--- config.mk ---
export PLATFORM = sky130hd
export DESIGN_NAME = dds_cmd_parser
export DESIGN_NICKNAME = d
export VERILOG_FILES = /design/src/rtl/dds_cmd_parser.sv
export SDC_FILE = /design/constraint.sdc
export NUM_CORES = 1
export LEC_CHECK = 0
export CORE_MARGIN = 3
export CORE_UTILIZATION = 55
export DETAILED_ROUTE_END_ITERATION = 8
export PLACE_DENSITY = 0.79
export SLEW_MARGIN = 20
export SYNTH_ARGS = -nofsm -noshare
export SYNTH_HDL_FRONTEND = slang
export SYNTH_SLANG_ARGS = --single-unit
--- constraint.sdc ---
create_clock -name clk -period 5.47 [get_ports clk]
set_input_delay 1.094 -clock clk [delete_from_list [all_inputs] [get_ports clk]]
set_output_delay 1.094 -clock clk [all_outputs]
set_load 0.01 [all_outputs]
--- src/rtl/dds_cmd_parser.sv ---
// Byte-stream command parser: fetches bytes from the command FIFO and loads the
// DDS tuning/phase/enable registers. Define DDS_PARSER_CHECKSUM_EN for 7-byte checksummed frames.
module dds_cmd_parser #(
  parameter int TIMEOUT = 50000,
  parameter int POW_W   = 16
) (
  input  logic             clk,
  input  logic             rst,
  output logic             fifo_rd,
  input  logic             fifo_rd_done,
  input  logic [7:0]       fifo_dout,
  output logic [31:0]      ftw,
  output logic [POW_W-1:0] pow,
  output logic             out_en,
  output logic             update,
  output logic             frame_err,
  output logic [7:0]       err_cnt
);

  typedef enum logic [1:0] {F_REQ, F_ACK, F_DATA} fetch_t;
  typedef enum logic [2:0] {
    HUNT, S_CMD, S_D3, S_D2, S_D1, S_D0
`ifdef DDS_PARSER_CHECKSUM_EN
    , S_CHK
`endif
  } frame_t;

  localparam logic [31:0] TMO_LAST = 32'(TIMEOUT - 1);

  fetch_t             fetch_q, fetch_d;
  frame_t             frame_q, frame_d;
  logic               fifo_rd_q, fifo_rd_d;
  logic [7:0]         cmd_q, cmd_d;
  logic [31:0]        pay_q, pay_d;
  logic [31:0]        tmo_q, tmo_d;
  logic [31:0]        ftw_q, ftw_d;
  logic [POW_W-1:0]   pow_q, pow_d;
  logic               out_en_q, out_en_d;
  logic               update_q, update_d;
  logic               frame_err_q, frame_err_d;
  logic [7:0]         err_cnt_q, err_cnt_d;
  logic               byte_vld;
  logic               do_eval;
  logic               chk_ok;
  logic [31:0]        word;
  logic [31:0]        eval_word;
`ifdef DDS_PARSER_CHECKSUM_EN
  logic [7:0]         chk_q, chk_d;
`endif

  // Fetch handshake: one outstanding read, byte taken when done rises again.
  always_comb begin
    fetch_d   = fetch_q;
    fifo_rd_d = 1'b0;
    byte_vld  = 1'b0;
    case (fetch_q)
      F_REQ: begin
        fifo_rd_d = 1'b1;
        fetch_d   = F_ACK;
      end
      F_ACK:  if (!fifo_rd_done) fetch_d = F_DATA;
      F_DATA: if (fifo_rd_done) begin
        byte_vld = 1'b1;
        fetch_d  = F_REQ;
      end
      default: fetch_d = F_REQ;
    endcase
  end

  always_comb begin
    frame_d     = frame_q;
    cmd_d       = cmd_q;
    pay_d       = pay_q;
    tmo_d       = tmo_q;
    ftw_d       = ftw_q;
    pow_d       = pow_q;
    out_en_d    = out_en_q;
    update_d    = 1'b0;
    frame_err_d = 1'b0;
    do_eval     = 1'b0;
    chk_ok      = 1'b1;
    word        = {pay_q[23:0], fifo_dout};
    eval_word   = word;
`ifdef DDS_PARSER_CHECKSUM_EN
    chk_d       = chk_q;
    eval_word   = pay_q;
`endif

    if (byte_vld) begin
      tmo_d = 32'd0;
      case (frame_q)
        HUNT:  if (fifo_dout == 8'hA5) frame_d = S_CMD;
        S_CMD: begin
          cmd_d   = fifo_dout;
          frame_d = S_D3;
`ifdef DDS_PARSER_CHECKSUM_EN
          chk_d   = fifo_dout;
`endif
        end
        S_D3, S_D2, S_D1: begin
          pay_d   = word;
          frame_d = frame_t'(frame_q + 3'd1);
`ifdef DDS_PARSER_CHECKSUM_EN
          chk_d   = chk_q ^ fifo_dout;
`endif
        end
        S_D0: begin
          pay_d = word;
`ifdef DDS_PARSER_CHECKSUM_EN
          chk_d   = chk_q ^ fifo_dout;
          frame_d = S_CHK;
`else
          frame_d = HUNT;
          do_eval = 1'b1;
`endif
        end
`ifdef DDS_PARSER_CHECKSUM_EN
        S_CHK: begin
          frame_d = HUNT;
          do_eval = 1'b1;
          chk_ok  = (fifo_dout == chk_q);
        end
`endif
        default: frame_d = HUNT;
      endcase
    end else if (frame_q == HUNT) begin
      tmo_d = 32'd0;
    end else if (TIMEOUT != 0) begin
      // Stalled frame: drop it but leave the outstanding fetch in flight.
      if (tmo_q == TMO_LAST) begin
        frame_d     = HUNT;
        frame_err_d = 1'b1;
        tmo_d       = 32'd0;
      end else begin
        tmo_d = tmo_q + 32'd1;
      end
    end

    if (do_eval) begin
      if (!chk_ok) begin
        frame_err_d = 1'b1;
      end else begin
        case (cmd_q)
          8'h01: begin ftw_d    = eval_word;              update_d = 1'b1; end
          8'h02: begin pow_d    = eval_word[POW_W-1:0];   update_d = 1'b1; end
          8'h03: begin out_en_d = eval_word[0];           update_d = 1'b1; end
          default: frame_err_d = 1'b1;
        endcase
      end
    end

    err_cnt_d = err_cnt_q;
    if (frame_err_d && err_cnt_q != 8'hFF) err_cnt_d = err_cnt_q + 8'd1;
  end

  always_ff @(posedge clk or posedge rst) begin
    if (rst) begin
      fetch_q     <= F_REQ;
      frame_q     <= HUNT;
      fifo_rd_q   <= 1'b0;
      cmd_q       <= 8'd0;
      pay_q       <= 32'd0;
      tmo_q       <= 32'd0;
      ftw_q       <= 32'd0;
      pow_q       <= '0;
      out_en_q    <= 1'b0;
      update_q    <= 1'b0;
      frame_err_q <= 1'b0;
      err_cnt_q   <= 8'd0;
`ifdef DDS_PARSER_CHECKSUM_EN
      chk_q       <= 8'd0;
`endif
    end else begin
      fetch_q     <= fetch_d;
      frame_q     <= frame_d;
      fifo_rd_q   <= fifo_rd_d;
      cmd_q       <= cmd_d;
      pay_q       <= pay_d;
      tmo_q       <= tmo_d;
      ftw_q       <= ftw_d;
      pow_q       <= pow_d;
      out_en_q    <= out_en_d;
      update_q    <= update_d;
      frame_err_q <= frame_err_d;
      err_cnt_q   <= err_cnt_d;
`ifdef DDS_PARSER_CHECKSUM_EN
      chk_q       <= chk_d;
`endif
    end
  end

  assign fifo_rd   = fifo_rd_q;
  assign ftw       = ftw_q;
  assign pow       = pow_q;
  assign out_en    = out_en_q;
  assign update    = update_q;
  assign frame_err = frame_err_q;
  assign err_cnt   = err_cnt_q;

endmodule

==> After elaboration in Yosys (flattened, before gate mapping) <==
Index checks and enable logic that the tools add are counted.
{ "op_classes": {"addsub": 3, "eq_ne": 17, "mux": 23, "reduce_logical": 14} }
{ "ops": {"columns": ["operator", "count"], "rows": [
  ["$mux W32", 3],
  ["$add A32 B1 Y32 const B", 1],
  ["$eq A32 B16 Y1 const B", 1],
  ["$eq A8 B2 Y1 const B", 2],
  ["$mux W1", 12],
  ["$mux W3", 4],
  ["$reduce_and A2 Y1", 6],
  ["$pmux W3 S3", 1],
  ["$add A8 B1 Y8 const B", 1],
  ["$eq A8 B1 Y1 const B", 1],
  ["$eq A8 B8 Y1 const B", 1],
  ["$ne A2 B2 Y1 const B", 4],
  ["$ne A8 B8 Y1 const B", 1],
  ["$eq A3 B2 Y1 const B", 2],
  ["$eq A3 B3 Y1 const B", 2],
  ["$pmux W2 S3", 1],
  ["$reduce_or A3 Y1", 2],
  ["$mux W2", 2],
  ["$reduce_or A4 Y1", 1],
  ["$add A3 B1 Y3 const B", 1],
  ["$eq A3 B1 Y1 const B", 1],
  ["$logic_not A3 Y1", 1],
  ["$reduce_and A3 Y1", 1],
  ["$eq A2 B1 Y1 const B", 1],
  ["4 further kinds", 4]
]} }
{ "word_totals": {"regBits": 129} }

==> Longest topological paths before layout <==
Gate-level depths: netlist of the first run.
{ "depth": {"word_depth": 7, "mapped_depth": 8, "ltp_nobuf": 7} }

==> Worst setup path before layout of the first run <==
No wires, ideal clock.
{ "synth_timing": {"kind": "input to register", "from": "input port fifo_rd_done", "to": "register pay_q[0]", "arrival_time_ns": 2.267, "setup_slack_ns": 3.078, "cell_stages": 4, "path_buffers": 1, "path_cell_list": "nand3b_1 a211oi_2 buf_2 mux2_2"} }
{ "synth_via": {"elab_chain_len": 3} }
{ "synth_lines": {"columns": ["element", "line_no", "source"], "rows": [
  ["start: declaration", "10", "input logic fifo_rd_done,"],
  ["$mux W1", "62", "F_DATA: if (fifo_rd_done) begin"],
  ["$mux W1", "56", "case (fetch_q)"],
  ["$reduce_and A2 Y1 (no source line)", null, null],
  ["end signal: assignment", "178", "pay_q <= pay_d;"],
  ["end: declaration", "34", "logic [31:0] pay_q, pay_d;"]
]} }
No other way between the ends.
A chain may end at the register's enable or synchronous reset.

==> Worst setup path in the final report of the first run <==
{ "layout_timing": {"from": "input port fifo_rd_done", "to": "register pow_q[14], in the netlist pow[14]"} }
{ "layout_via": {"elab_chain_len": 4} }
{ "layout_lines": {"columns": ["element", "line_no", "source"], "rows": [
  ["$mux W1", "62", null],
  ["$mux W1", "56", null],
  ["$mux W1", "89", "if (byte_vld) begin"],
  ["$reduce_and A2 Y1 (no source line)", null, null],
  ["end signal: assignment", "181", "pow_q <= pow_d;"],
  ["end: declaration", "37", "logic [POW_W-1:0] pow_q, pow_d;"]
]} }
No other way between the ends.

==> results.md, run 1 <==
- Synth top area cells: dfrtp_1, mux2_2, xnor2_1, nor2_1, ha_1
- Layout cell share with drive strength beyond 1: 25.3%
- Port bufs: 70
- Max-cap violations: 0
- Commonest non-fill, non-tap cell in the layout: dfrtp_1
- CTS max path bufs: 2
- Vias in the first global route: 3934
- Initial Util: 57.1%
- Mapped cell area: 5630 um2
- Hold endpoint: tmo_q[0]
- Hold Path Stages: 1
- Post-DP HPWL: 7.61 mm
- Register-to-Register Path Depth: 7
- Post-synthesis register bit count: 129
- Flop-to-flop setup slack: 3.20 ns
- Crit. path cell count: 5
- Outcome: complete, no violations
- Via density: 5.59
- Nets@finish: 538
- Fin. max-slew vios: 0
- Yosys top cell by area: dfrtp_1
- # DRC: 0
- # rows: 36
- Worst skew pair latency: 0.52 ns
- Total CTS buffers: 17
- Final period util: 50.4%
- Antenna Cells: 0
- WP data arrival: 3.15 ns
- Top_reg_cell synth: dfrtp_1
- Post-cts sizing count: 0
- CTS tree: done
- CP max-delay cell: clkdlybuf4s50_1
- Final Cell Area: 7070 um2
- Clock skew: 0.00953 ns
- FFs w/ async S/R, synth: 100%
- GP Congestion: 0.799
- Setup violators final: 0
- Reg2reg end: err_cnt[1]
- CP Max Fanout: 16
- Slew Limit Headroom: 45.9%
- Drt first pass iters: 4
- Via count: 3722
- Core ar.: 9860 um2
- Syn nets: 459
- Area share of the largest cell type after synthesis: 57.3%
- Sum of buffers and inverters on the critical path: 1
- Power per cell area: 397 nW/um2
- Clk slew on worst S/H paths: 0.06 ns
- Leak Pwr: 3.25 nW
- Root buffer cell: clkbuf_8
- Critical Path, Cell by Cell: clkdlybuf4s50_1 -> nand3b_1 -> nor3_2 -> nand3b_2 -> mux2_2
- Largest net degree at the start of global routing: 49
- Synthesized instance count: 441
- Max IR drop VDD: 0.210 mV
- Fillers: 658
- FF-to-FF Start: frame_q[0]
- Total track usage: 22.0%
- Min-delay src: tmo_q[0]
- Worst setup SP type: primary input
- # IOs: 71
- Routed WL: 11.6 mm
- Wirelength per Cell: 17.4 um
- Sequential area share after synthesis: 57.3%
- Crit-path max cell delay: 0.53 ns
- Commonest non-fill, non-tap cells in the layout: dfrtp_1, mux2_2, clkdlybuf4s50_1, nor2_1, xnor2_1
- Avg Inst Size Synth: 12.8 um2
- Post-synth EDFFs: 0
- Initial antenna violation count: 0
- Ys Warns: 0
- Worst Setup End Kind: flop
- Die Y: 107 um
- CTS HTree Levels: 4
- Final TNS setup: 0 ns
- DR iter-0 viols: 189
- Finished Core Util: 71.6%
- Die W: 107 um
- Period minus WS final: 2.76 ns
- Family with the most delay on the worst path: simple AND/OR/NAND/NOR gates
- Clock Sinks: 129
- Maximum clock rate: 363 MHz
- Total grt overflow: 0
- WS Path Type: primary input to flop
- Post-synth cell types: 46
- Hold-fix buffers at CTS: 0
- Postcts setup bufs: 0
- Min-delay worst type: flop to flop
- Slew of the pin with the lowest slew margin: 0.805 ns
- Antenna Violating Nets Remaining: 0
- Die area: 11500 um2
- RSZ-0062 raised after global routing: no
- Area growth syn-to-layout: 25.5%
- Critical Path RT: 5.86 ns
- Hold Fails Final Rpt: 0
- DP Area: 6450 um2
- Global-route wire length before repair: 19.6 mm
-- how the worst max path moves through the flow --
stage	start	endpoint	slack, ns
2_1_floorplan	rst	cmd_q[0]	0.94
3_3_place_gp	fifo_rd_done	pay_q[19]	2.01
3_5_place_dp	fifo_rd_done	pay_q[11]	1.95
4_1_cts	fifo_rd_done	pay_q[12]	2.47
5_1_grt	fifo_rd_done	pow[14]	2.57
6_report	fifo_rd_done	pow[14]	2.71
-- cells in the mapped netlist (all sizes together), types with 3 or more instances --
master / n
dfrtp: 129
o21ai: 5
nand3: 12
and4: 4
nand3b: 3
nor2: 50
buf: 11
or4: 3
and3: 7
nand4: 7
nand2b: 4
o211ai: 3
mux2: 86
nor4: 13
xnor2: 30
nor3: 11
ha: 7
clkbuf: 3
inv: 10
nand2: 19
xor2: 4
a211oi: 3
-- where the power goes --
group	internal [mW]	switching, mW	total (mW)
logic	0.200	0.229	0.429
clock network	0.741	0.399	1.14
registers	1.10	0.137	1.23
total	2.04	0.765	2.80
-- area by class of cell --
| type | count | area (um2) | share of cell area (%) |
|---|---|---|---|
| Clock inverter | 9 | 129 | 1.82 |
| Multi-Input combinational cell | 288 | 2290 | 32.4 |
| Inverter | 10 | 40.0 | 0.567 |
| Tap cell | 133 | 166 | 2.35 |
| Sequential cell | 129 | 3230 | 45.7 |
| Clock buffer | 23 | 477 | 6.75 |
| Timing Repair Buffer | 74 | 734 | 10.4 |
-- registers in the layout, summed over array words and instances, names as in the netlist --
name,flops
cmd_q,8
err_cnt,8
update,1
frame_q,3
pay_q,24
fifo_rd,1
tmo_q,32
fetch_q,2
frame_err,1
out_en,1
pow,16
ftw,32
-- worst reg2reg max path: stages (launching register included) --
cell and delay (ns):
dfrtp_1 0.43, inv_1 0.09, ha_1 0.24, nand2b_1 0.22, nand2_1 0.12, nor3_2 0.47
o21ai_0 0.27, mux2_2 0.32
-- routing by layer --
| metal | wire (um) | global-route usage [%] | share of wire, % |
|---|---|---|---|
| met1 | 5190 | 30.0 | 45 |
| met2 | 5710 | 33.8 | 49 |
| met3 | 476 | 4.94 | 4.1 |
| met4 | 189 | 9.59 | 1.6 |
| met5 | 0 | 0 | 0 |
-- logic make-up (layout without fill, tap and decap cells) --
family	after synthesis	after routing	share of synthesized area, %
and+or+nand+nor	142	142	14.2
DFF	129	129	57.3
xor gates and xnor gates	34	34	5.29
buffers and inverters	24	116	2.07
AOI/OAI and AO/OA	19	19	2.38
muxes	86	86	17.2
adders and majority gates	7	7	1.56
-- metrics by stage --
| step | instances | power [mW] | setup slack, ns | hold slack, ns |
|---|---|---|---|---|
| 2_1_floorplan | 441 | 1.53 | 0.935 | 0.448 |
| 3_3_place_gp | 633 | 1.63 | 2.01 | 0.464 |
| 3_5_place_dp | 633 | 1.67 | 1.95 | 0.488 |
| 4_1_cts | 665 | 2.82 | 2.47 | 0.495 |
| 5_1_grt | 666 | 2.94 | 2.57 | 0.517 |
| 6_report | 666 | 2.80 | 2.71 | 0.493 |
Power figures use the tool's default switching activity.
==> run 2, diff against run 1 <==
- CORE_UTILIZATION: 55 -> 50
- PLACE_DENSITY: 0.79 -> 0.76
- clock period: 5.47 -> 2.44 ns (I/O delays scaled with it)
==> run 2 against run 1 <==
  * Non-clock buffer count up 16
  * Clock skew rose by 0.0034 ns
  * Wire length is 1.2% lower
  * Critical path depth rose by 1
  * Worst hold slack worse by 0.15 ns
==> results.md, run 2 (synthesis results as in run 1) <==
- Outcome: complete, no violations
- Worst setup SP type: flop
- Register share of total power: 43.9%
- Via density: 5.47
- RSZ-0062 raised after global routing: no
- Critical Path RT: 2.74 ns
- Post-cts sizing count: 0
- Setup violators final: 0
- Die W: 112 um
- Power Total: 6.24 mW
- Die area: 12600 um2
- Hold-fix buffers at CTS: 0
- Initial antenna violation count: 0
- Period minus WS final: 2.01 ns
- Root buffer cell: clkbuf_16
- # rows: 38
- Largest net degree at the start of global routing: 73
- Commonest non-fill, non-tap cells in the layout: dfrtp_1, mux2_2, clkdlybuf4s50_1, nor2_1, xnor2_1
- Max IR drop VDD: 0.529 mV
- # IOs: 71
- Drt first pass iters: 6
- Routed WL: 11.4 mm
- Max-cap violations: 0
- Post-DP HPWL: 7.78 mm
- Min-delay worst type: primary input to async pin
- Port bufs: 70
- DRT met1 WL: 5.25 mm
- Worst Setup End Kind: flop
- Final TNS setup: 0 ns
- GP Congestion: 0.752
- # DRC: 0
- CTS tree: done
- Layout cell share with drive strength beyond 1: 27.9%
- Slew Limit Headroom: 71.7%
- Vias in the first global route: 3968
- Placed cells: 657
- Combinational power share: 16.5%
- Postcts setup bufs: 0
- Met2 wire length: 5.61 mm
- Leak Pwr: 3.34 nW
- WL met3: 413 um
- Antenna Violating Nets Remaining: 0
- Initial Util: 51.5%
- Worst skew pair latency: 0.41 ns
- Power per cell area: 861 nW/um2
- Total CTS buffers: 17
- CTS HTree Levels: 4
- Global-route wire length before repair: 19.3 mm
- Final period util: 82.2%
- Antenna Cells: 0
- Die Y: 112 um
- WP data arrival: 2.30 ns
- Total grt overflow: 0
- CTS max path bufs: 2
- Register-to-Register Path Depth: 6
- CP Max Fanout: 7
- Maximum clock rate: 499 MHz
- Highest routed layer: met4
- Slew of the pin with the lowest slew margin: 0.422 ns
- Hold Fails Final Rpt: 0
- Clock Sinks: 129
- Final non-filler cell total: 689
- Total track usage: 19.1%
- Clock skew: 0.0129 ns
- Clk slew on worst S/H paths: 0.06 ns
- Clk pwr share: 39.6%
- Area growth syn-to-layout: 28.8%
- Commonest non-fill, non-tap cell in the layout: dfrtp_1
- DR iter-0 viols: 172
- Via count: 3766
- Nets@finish: 554
- Core ar.: 10900 um2
- WS Path Type: flop to flop
- Fin. max-slew vios: 0
- Sw Ratio: 29.0%
- Wirelength per Cell: 16.6 um
- Internal power: 4.43 mW
- Switching power: 1.81 mW
==> run 2: stage by stage <==
step / util (%) / hold WS, ns / worst slack, ns / area [um2]
5_1_grt: 66.3 / 0.341 / 0.266 / 7250
2_1_floorplan: - / 0.448 / 0.357 / 5630
3_5_place_dp: 60.9 / 0.474 / 0.0686 / 6660
3_3_place_gp: 60.9 / 0.466 / 0.109 / 6660
4_1_cts: 66.3 / 0.338 / 0.408 / 7250
6_report: 66.3 / 0.346 / 0.434 / 7250
==> run 2: layout make-up <==
| type | count | area [um2] |
|---|---|---|
| Fill cell | 803 | 3690 |
| Inverter | 10 | 41.3 |
| Multi-Input combinational cell | 288 | 2290 |
| Clock inverter | 14 | 146 |
| Tap cell | 140 | 175 |
| Sequential cell | 129 | 3230 |
| Timing Repair Buffer | 90 | 926 |
| Clock buffer | 18 | 439 |
==> run 2: power groups by stage <==
| stage | sequential (mW) | combinational [mW] | clock [mW] |
|---|---|---|---|
| 6_report | 2.74 | 1.03 | 2.47 |
| 4_1_cts | 2.74 | 1.04 | 2.52 |
| 2_1_floorplan | 2.69 | 0.732 | 0 |
| 5_1_grt | 2.79 | 1.13 | 2.62 |
| 3_5_place_dp | 2.77 | 1.03 | 0 |
| 3_3_place_gp | 2.75 | 0.978 | 0 |
==> run 2: per-layer routing <==
layer | vias up | track usage [%]
li1 | 1747 | -
met1 | 1914 | 24.8
met4 | 0 | 6.25
met2 | 90 | 31.9
met3 | 15 | 4.74
met5 | - | 0
==> run 2: path summary, 6_finish.rpt <==
path	start	end	slack (ns)
max	tmo_q[0]	tmo_q[30]	0.43
min reg2reg	tmo_q[0]	tmo_q[0]	0.48
min	rst	ftw[23]	0.35
min in group clk	tmo_q[0]	tmo_q[0]	0.48
max reg2reg	tmo_q[0]	tmo_q[30]	0.43
max in group asynchronous	rst	cmd_q[3]	1.50
==> run 2: worst max-delay path, cell delays in order (launching register included) <==
cell	delay [ns]
dfrtp_1	0.38
ha_1	0.22
nand4_1	0.15
or3_1	0.55
nor4_2	0.38
xnor2_1	0.18
nor2_2	0.05
==> variant 1, RTL diff (flow settings as in run 2) <==
Change the parameter `POW_W` from 16 to 14.
--- a/src/rtl/dds_cmd_parser.sv
+++ b/src/rtl/dds_cmd_parser.sv
@@ -4,3 +4,3 @@
   parameter int TIMEOUT = 50000,
-  parameter int POW_W   = 16
+  parameter int POW_W   = 14
 ) (
Interface: changed (resized pow); port bits go from 71 to 69. The function was not compared with the original's and may differ.
==> variant 1 against run 2 <==
  * Sequential share of layout area grew 0.12 points
  * Wire length shrank 1.2%
  * Via count shrank 2.5%
  * Worst setup slack lost 300 ps
  * Non-clock buffer count grew 1
  * First-iteration DRC count grew 14%
  * Total power shrank 3.4%
  * Sequential cell count shrank 2
  * Fmax shrank 13%
  * Cell area shrank 1.8%
  * Area after synthesis shrank 2.4%
==> variant 1: results (changes against run 2) <==
- Critical Path Start: tmo_q[24]$_DFF_PP0_
- Worst-Margin Slew: 676 ps (+254 ps)
- Vias in the first global route: 3874 (-2.4%)
- Total GRT Usage: 0.192 (+0.000434)
- Drt pass-1 iters: 4 (-2)
- Setup total negative slack: 0 ps (unchanged)
- Drt via density: 5.45 (-0.23%)
- Commonest cells in the netlist: dfrtp_1 (127), mux2_2 (82), nor2_1 (40)
- Yosys warns: 0 (unchanged)
- Depth of the worst register-to-register path: 5 (-1)
- Clock skew: 10.7 ps (-2.22 ps)
- Cell variety after synth: 42 (-8.7%)
- Clock Root Buffer: clkbuf_8
- Top cells by area, synth: dfrtp_1 (58%), mux2_2 (17%), xnor2_1 (3.8%)
- Post-DP Area: 0.00652 mm² (-2.2%)
- CP Capture Point: err_cnt[2]$_DFFE_PP0P_
- Post-synthesis sequential area ratio: 0.579 (+0.00526)
- Net Sw Frac: 0.291 (+0.000861)
- Nets: 542 (-2.2%)
- Clock-pin slew on the worst setup and hold paths: 70 ps
- Syn_nets: 445 (-3.1%)
- Compound-Gate Fraction of Synth Area: 0.0260 (+0.00219)
- Flop pwr share: 0.440 (about the same)
- Placed cells: 640 (-2.6%)
- DP HPWL: 7820 µm (+0.48%)
- Status: finished, final reports clean
- Multiplexer share of the synthesized area: 0.172 (about the same)
- Xor/xnor share of the synthesized area: 0.0542 (+0.00133)
- DR iter-0 viols: 196 (+14%)
- Leak pwr: 3.27 nW (-2.0%)
- WL final: 11300 µm (-1.2%)
- P_int: 4.28 mW (-3.5%)
- Clock Path Buffers: 2 (unchanged)
- Layout cells sized above 1: 0.279 (+0.000641)
- Post-Synth Adder-Cell Area: 0.0159 (+0.000390)
- # port buffers: 68 (-2.9%)
- R2R setup slack: 140 ps (-300 ps)
- Arrival time worst endpoint: 2700 ps (+400 ps)
- Worst-Skew Late Latency: 510 ps (+100 ps)
- Crit Path Max Fanout: 8 (+1)
- Pre-CTS WS: -75.1 ps (-144 ps)
- Routed via count: 3670 (-2.5%)
- Largest net degree at the start of global routing: 51 (-30%)
- GPL Wtd Cong: 0.803 (+6.8%)
- Max IR drop VDD: 0.649 mV (+23%)
- Syn Inst Count: 427 (-3.2%)
- First-pass GRT wire length: 19100 µm (-1.5%)
- Worst setup slack after layout: 138 ps (-296 ps)
- Power Combinational: 0.997 mW
-- variant 1: cell types whose count changed after synthesis, sizes merged, moves of 4 or more --
cell	change
clkbuf	+4
buf	-5
o21ai	-4
xor2	+6
nor2	-10
xnor2	-6
nor3	-5
a21oi	+4
-- variant 1: worst max-delay path: stages, from the launching register on --
cell	delay, ps
dfrtp_1	420
or4_4	570
nor4_4	390
nand4b_4	260
a21boi_2	210
mux2_2	340
-- variant 1: how the worst min path moves through the flow --
stage | start | to | slack (ps) | cells after the start
6_report | rst | ftw[8]$_DFFE_PP0P_ | 350 | 2
3_5_place_dp | err_cnt[5]$_DFFE_PP0P_ | err_cnt[5]$_DFFE_PP0P_ | 480 | 1
3_3_place_gp | tmo_q[0]$_DFF_PP0_ | tmo_q[0]$_DFF_PP0_ | 470 | 1
2_1_floorplan | tmo_q[0]$_DFF_PP0_ | tmo_q[0]$_DFF_PP0_ | 450 | 1
4_1_cts | rst | ftw[8]$_DFFE_PP0P_ | 340 | 2
5_1_grt | rst | ftw[8]$_DFFE_PP0P_ | 360 | 2
-- variant 1: metal layers --
layer	track usage	vias up	part of all wire
met3	0.0486	10	0.040
met4	0.0534	0	0.011
met1	0.238	1849	0.42
li1	-	1726	-
met2	0.333	85	0.53
met5	0	-	0
-- variant 1: cells by family after synthesis --
logic type               after synthesis
AND/OR/NAND/NOR                      134
flip-flops                           127
adder cells (fa/ha/maj)                7
XOR/XNOR                              34
buffers and inverters                 22
AO/OA/AOI/OAI                         19
multiplexers                          84
-- variant 1: layout make-up --
| cell class | count | area, µm² |
|---|---|---|
| flip-flops and latches | 127 | 3180 |
| fillers | 742 | 3390 |
| repair buffers | 91 | 903 |
| clock buffers | 17 | 414 |
| multi-input cells | 278 | 2260 |
| inverters | 9 | 37.5 |
| well taps | 136 | 170 |
| clock inverters | 15 | 150 |
==> variant 2, RTL diff (settings of run 2) <==
Made on the original files. Encoding of `fetch_t`: now one-hot (3 bits for 3 values).
--- a/src/rtl/dds_cmd_parser.sv
+++ b/src/rtl/dds_cmd_parser.sv
@@ -19,3 +19,3 @@
 
-  typedef enum logic [1:0] {F_REQ, F_ACK, F_DATA} fetch_t;
+  typedef enum logic [2:0] {F_REQ = 3'b001, F_ACK = 3'b010, F_DATA = 3'b100} fetch_t;
   typedef enum logic [2:0] {
Check against the original RTL: same outputs for any inputs over 10 cycles, from zero or initial values and one cycle with rst high; not proved beyond that.
==> variant 2 against run 2 <==
  * Wire length down 2.0%
  * Fmax is 16% lower
  * Count of clock-buffer cells in the layout did not move
  * Sequential cell count rose by 1
  * Area after synthesis down 1.0%
  * Sequential share of layout area increased by 0.16 points
  * Worst setup slack got worse by 370 ps
  * Cell area up 0.45%
  * Final cell count increased by 0.87%
  * Synthesized cell count down 0.23%
  * Critical endpoint is now err_cnt[1]$_DFFE_PP0P_
Power is not compared: it rests on default switching activity, and its combinational part moved more than twofold at a synthesized area within 25%.
==> variant 2: results (changes against run 2) <==
- Initial antenna violation count: 0 (unchanged)
- GPL Wtd Cong: 0.798 (+6.2%)
- DR iter-0 viols: 111 (-35%)
- Depth of the worst register-to-register path: 7 (+1)
- Clock skew: 5.42 ps (-7.50 ps)
- Worst-Margin Slew: 584 ps (+162 ps)
- Reg2reg start: tmo_q[23]$_DFF_PP0_
- Layout cells sized above 1: 0.277 (-0.00141)
- Routed via count: 3779 (+0.35%)
- Arrival time worst endpoint: 2770 ps (+470 ps)
- Crit Path Max Fanout: 3 (-4)
- Status: finished, final reports clean
- Vias in the first global route: 3995 (+0.68%)
- Post-Syn Area per Cell: 12.7 µm² (-0.80%)
- Worst-Skew Late Latency: 510 ps (+100 ps)
- Critical path's slowest cell: or4_4
- First-pass GRT wire length: 19700 µm (+1.7%)
- Largest net degree at the start of global routing: 45 (-38%)
- Post-synthesis sequential area ratio: 0.584 (+0.0106)
- Post-DP Area: 0.00668 mm² (+0.26%)
- Top cells by area, synth: dfrtp_1 (58%), mux2_2 (16%), nor2_1 (3.6%)
- Drt pass-1 iters: 4 (-2)
- R2R setup slack: 70 ps (-370 ps)
- Clock Root Buffer: clkbuf_8
- Cell variety after synth: 44 (-4.3%)
- Nets: 566 (+2.2%)
- Syn_nets: 458 (-0.22%)
- Reg2reg end: err_cnt[1]$_DFFE_PP0P_
- Drt via density: 5.44 (-0.52%)
- Drt wl/cell: 16.1 µm (-2.9%)
- Commonest cells in the netlist: dfrtp_1 (129), mux2_2 (80), nor2_1 (53)
- Placed cells: 663 (+0.91%)
- Filler Cell Count: 777 (-3.2%)
-- variant 2: cell types whose count changed after synthesis, sizes merged, moves of 3 or more --
cell / delta
a21oi: +5
mux2: -3
nand4: +7
nor2: +5
nor3: -4
nor4: -7
o211ai: -3
xnor2: -9
xor2: +9
-- variant 2: cell type report --
class | count | area share
clock buffer | 18 | 0.0588
timing repair buffer | 102 | 0.142
sequential | 130 | 0.447
multi-input combinational | 286 | 0.304
clock inverter | 12 | 0.0186
inverter | 11 | 0.00619
tap | 136 | 0.0234
-- variant 2: timing repair --
| action | in CTS | in global routing |
|---|---|---|
| resized for setup | 0 | 4 |
| cloned | 0 | 0 |
| setup endpoints to repair | 2 | 4 |
| pin swaps | 0 | 2 |
| setup buffers | 2 | 0 |
-- variant 2: worst max path at each step --
stage / start / to / slack, ps
floorplan: fifo_rd_done / pow[0]$_DFFE_PP0P_ / 260
global placement: fifo_rd_done / ftw[23]$_DFFE_PP0P_ / -160
detailed placement: fifo_rd_done / ftw[29]$_DFFE_PP0P_ / -220
CTS: tmo_q[26]$_DFF_PP0_ / err_cnt[1]$_DFFE_PP0P_ / 20
global route: tmo_q[23]$_DFF_PP0_ / err_cnt[1]$_DFFE_PP0P_ / -30
finish: tmo_q[23]$_DFF_PP0_ / err_cnt[1]$_DFFE_PP0P_ / 70
-- variant 2: power by group through the flow --
stage	Sequential, mW	Combinational [mW]	Clock, mW
final	2.23	0.184	2.38
after global routing	2.24	0.207	2.52
after CTS	2.23	0.189	2.43
after detailed placement	2.27	0.186	0
after global placement	2.26	0.181	0
after floorplan	2.26	0.100	0
-- variant 2: metal layers --
layer | up-vias | track usage | wire [µm]
met5 | - | 0 | 0
met4 | 0 | 0.0811 | 229
met3 | 19 | 0.0440 | 402
met2 | 72 | 0.323 | 5650
met1 | 1932 | 0.251 | 4920
li1 | 1756 | - | -
-- variant 2: metrics by stage --
stage | setup TNS [ps] | worst slack, ps
floorplan | 0 | 263
global route | -73.9 | -30.3
finish | 0 | 66.1
CTS | 0 | 22.7
detailed placement | -10650 | -224
global placement | -7260 | -163
-- variant 2: cells by family after synthesis --
kind of cell             Yosys count  share of synthesized area
buffers and inverters             24                     0.0216
XOR/XNOR                          34                     0.0534
adder cells (fa/ha/maj)            7                     0.0157
AND/OR/NAND/NOR                  145                      0.135
multiplexers                      83                      0.168
AO/OA/AOI/OAI                     17                     0.0216
flip-flops                       130                      0.584
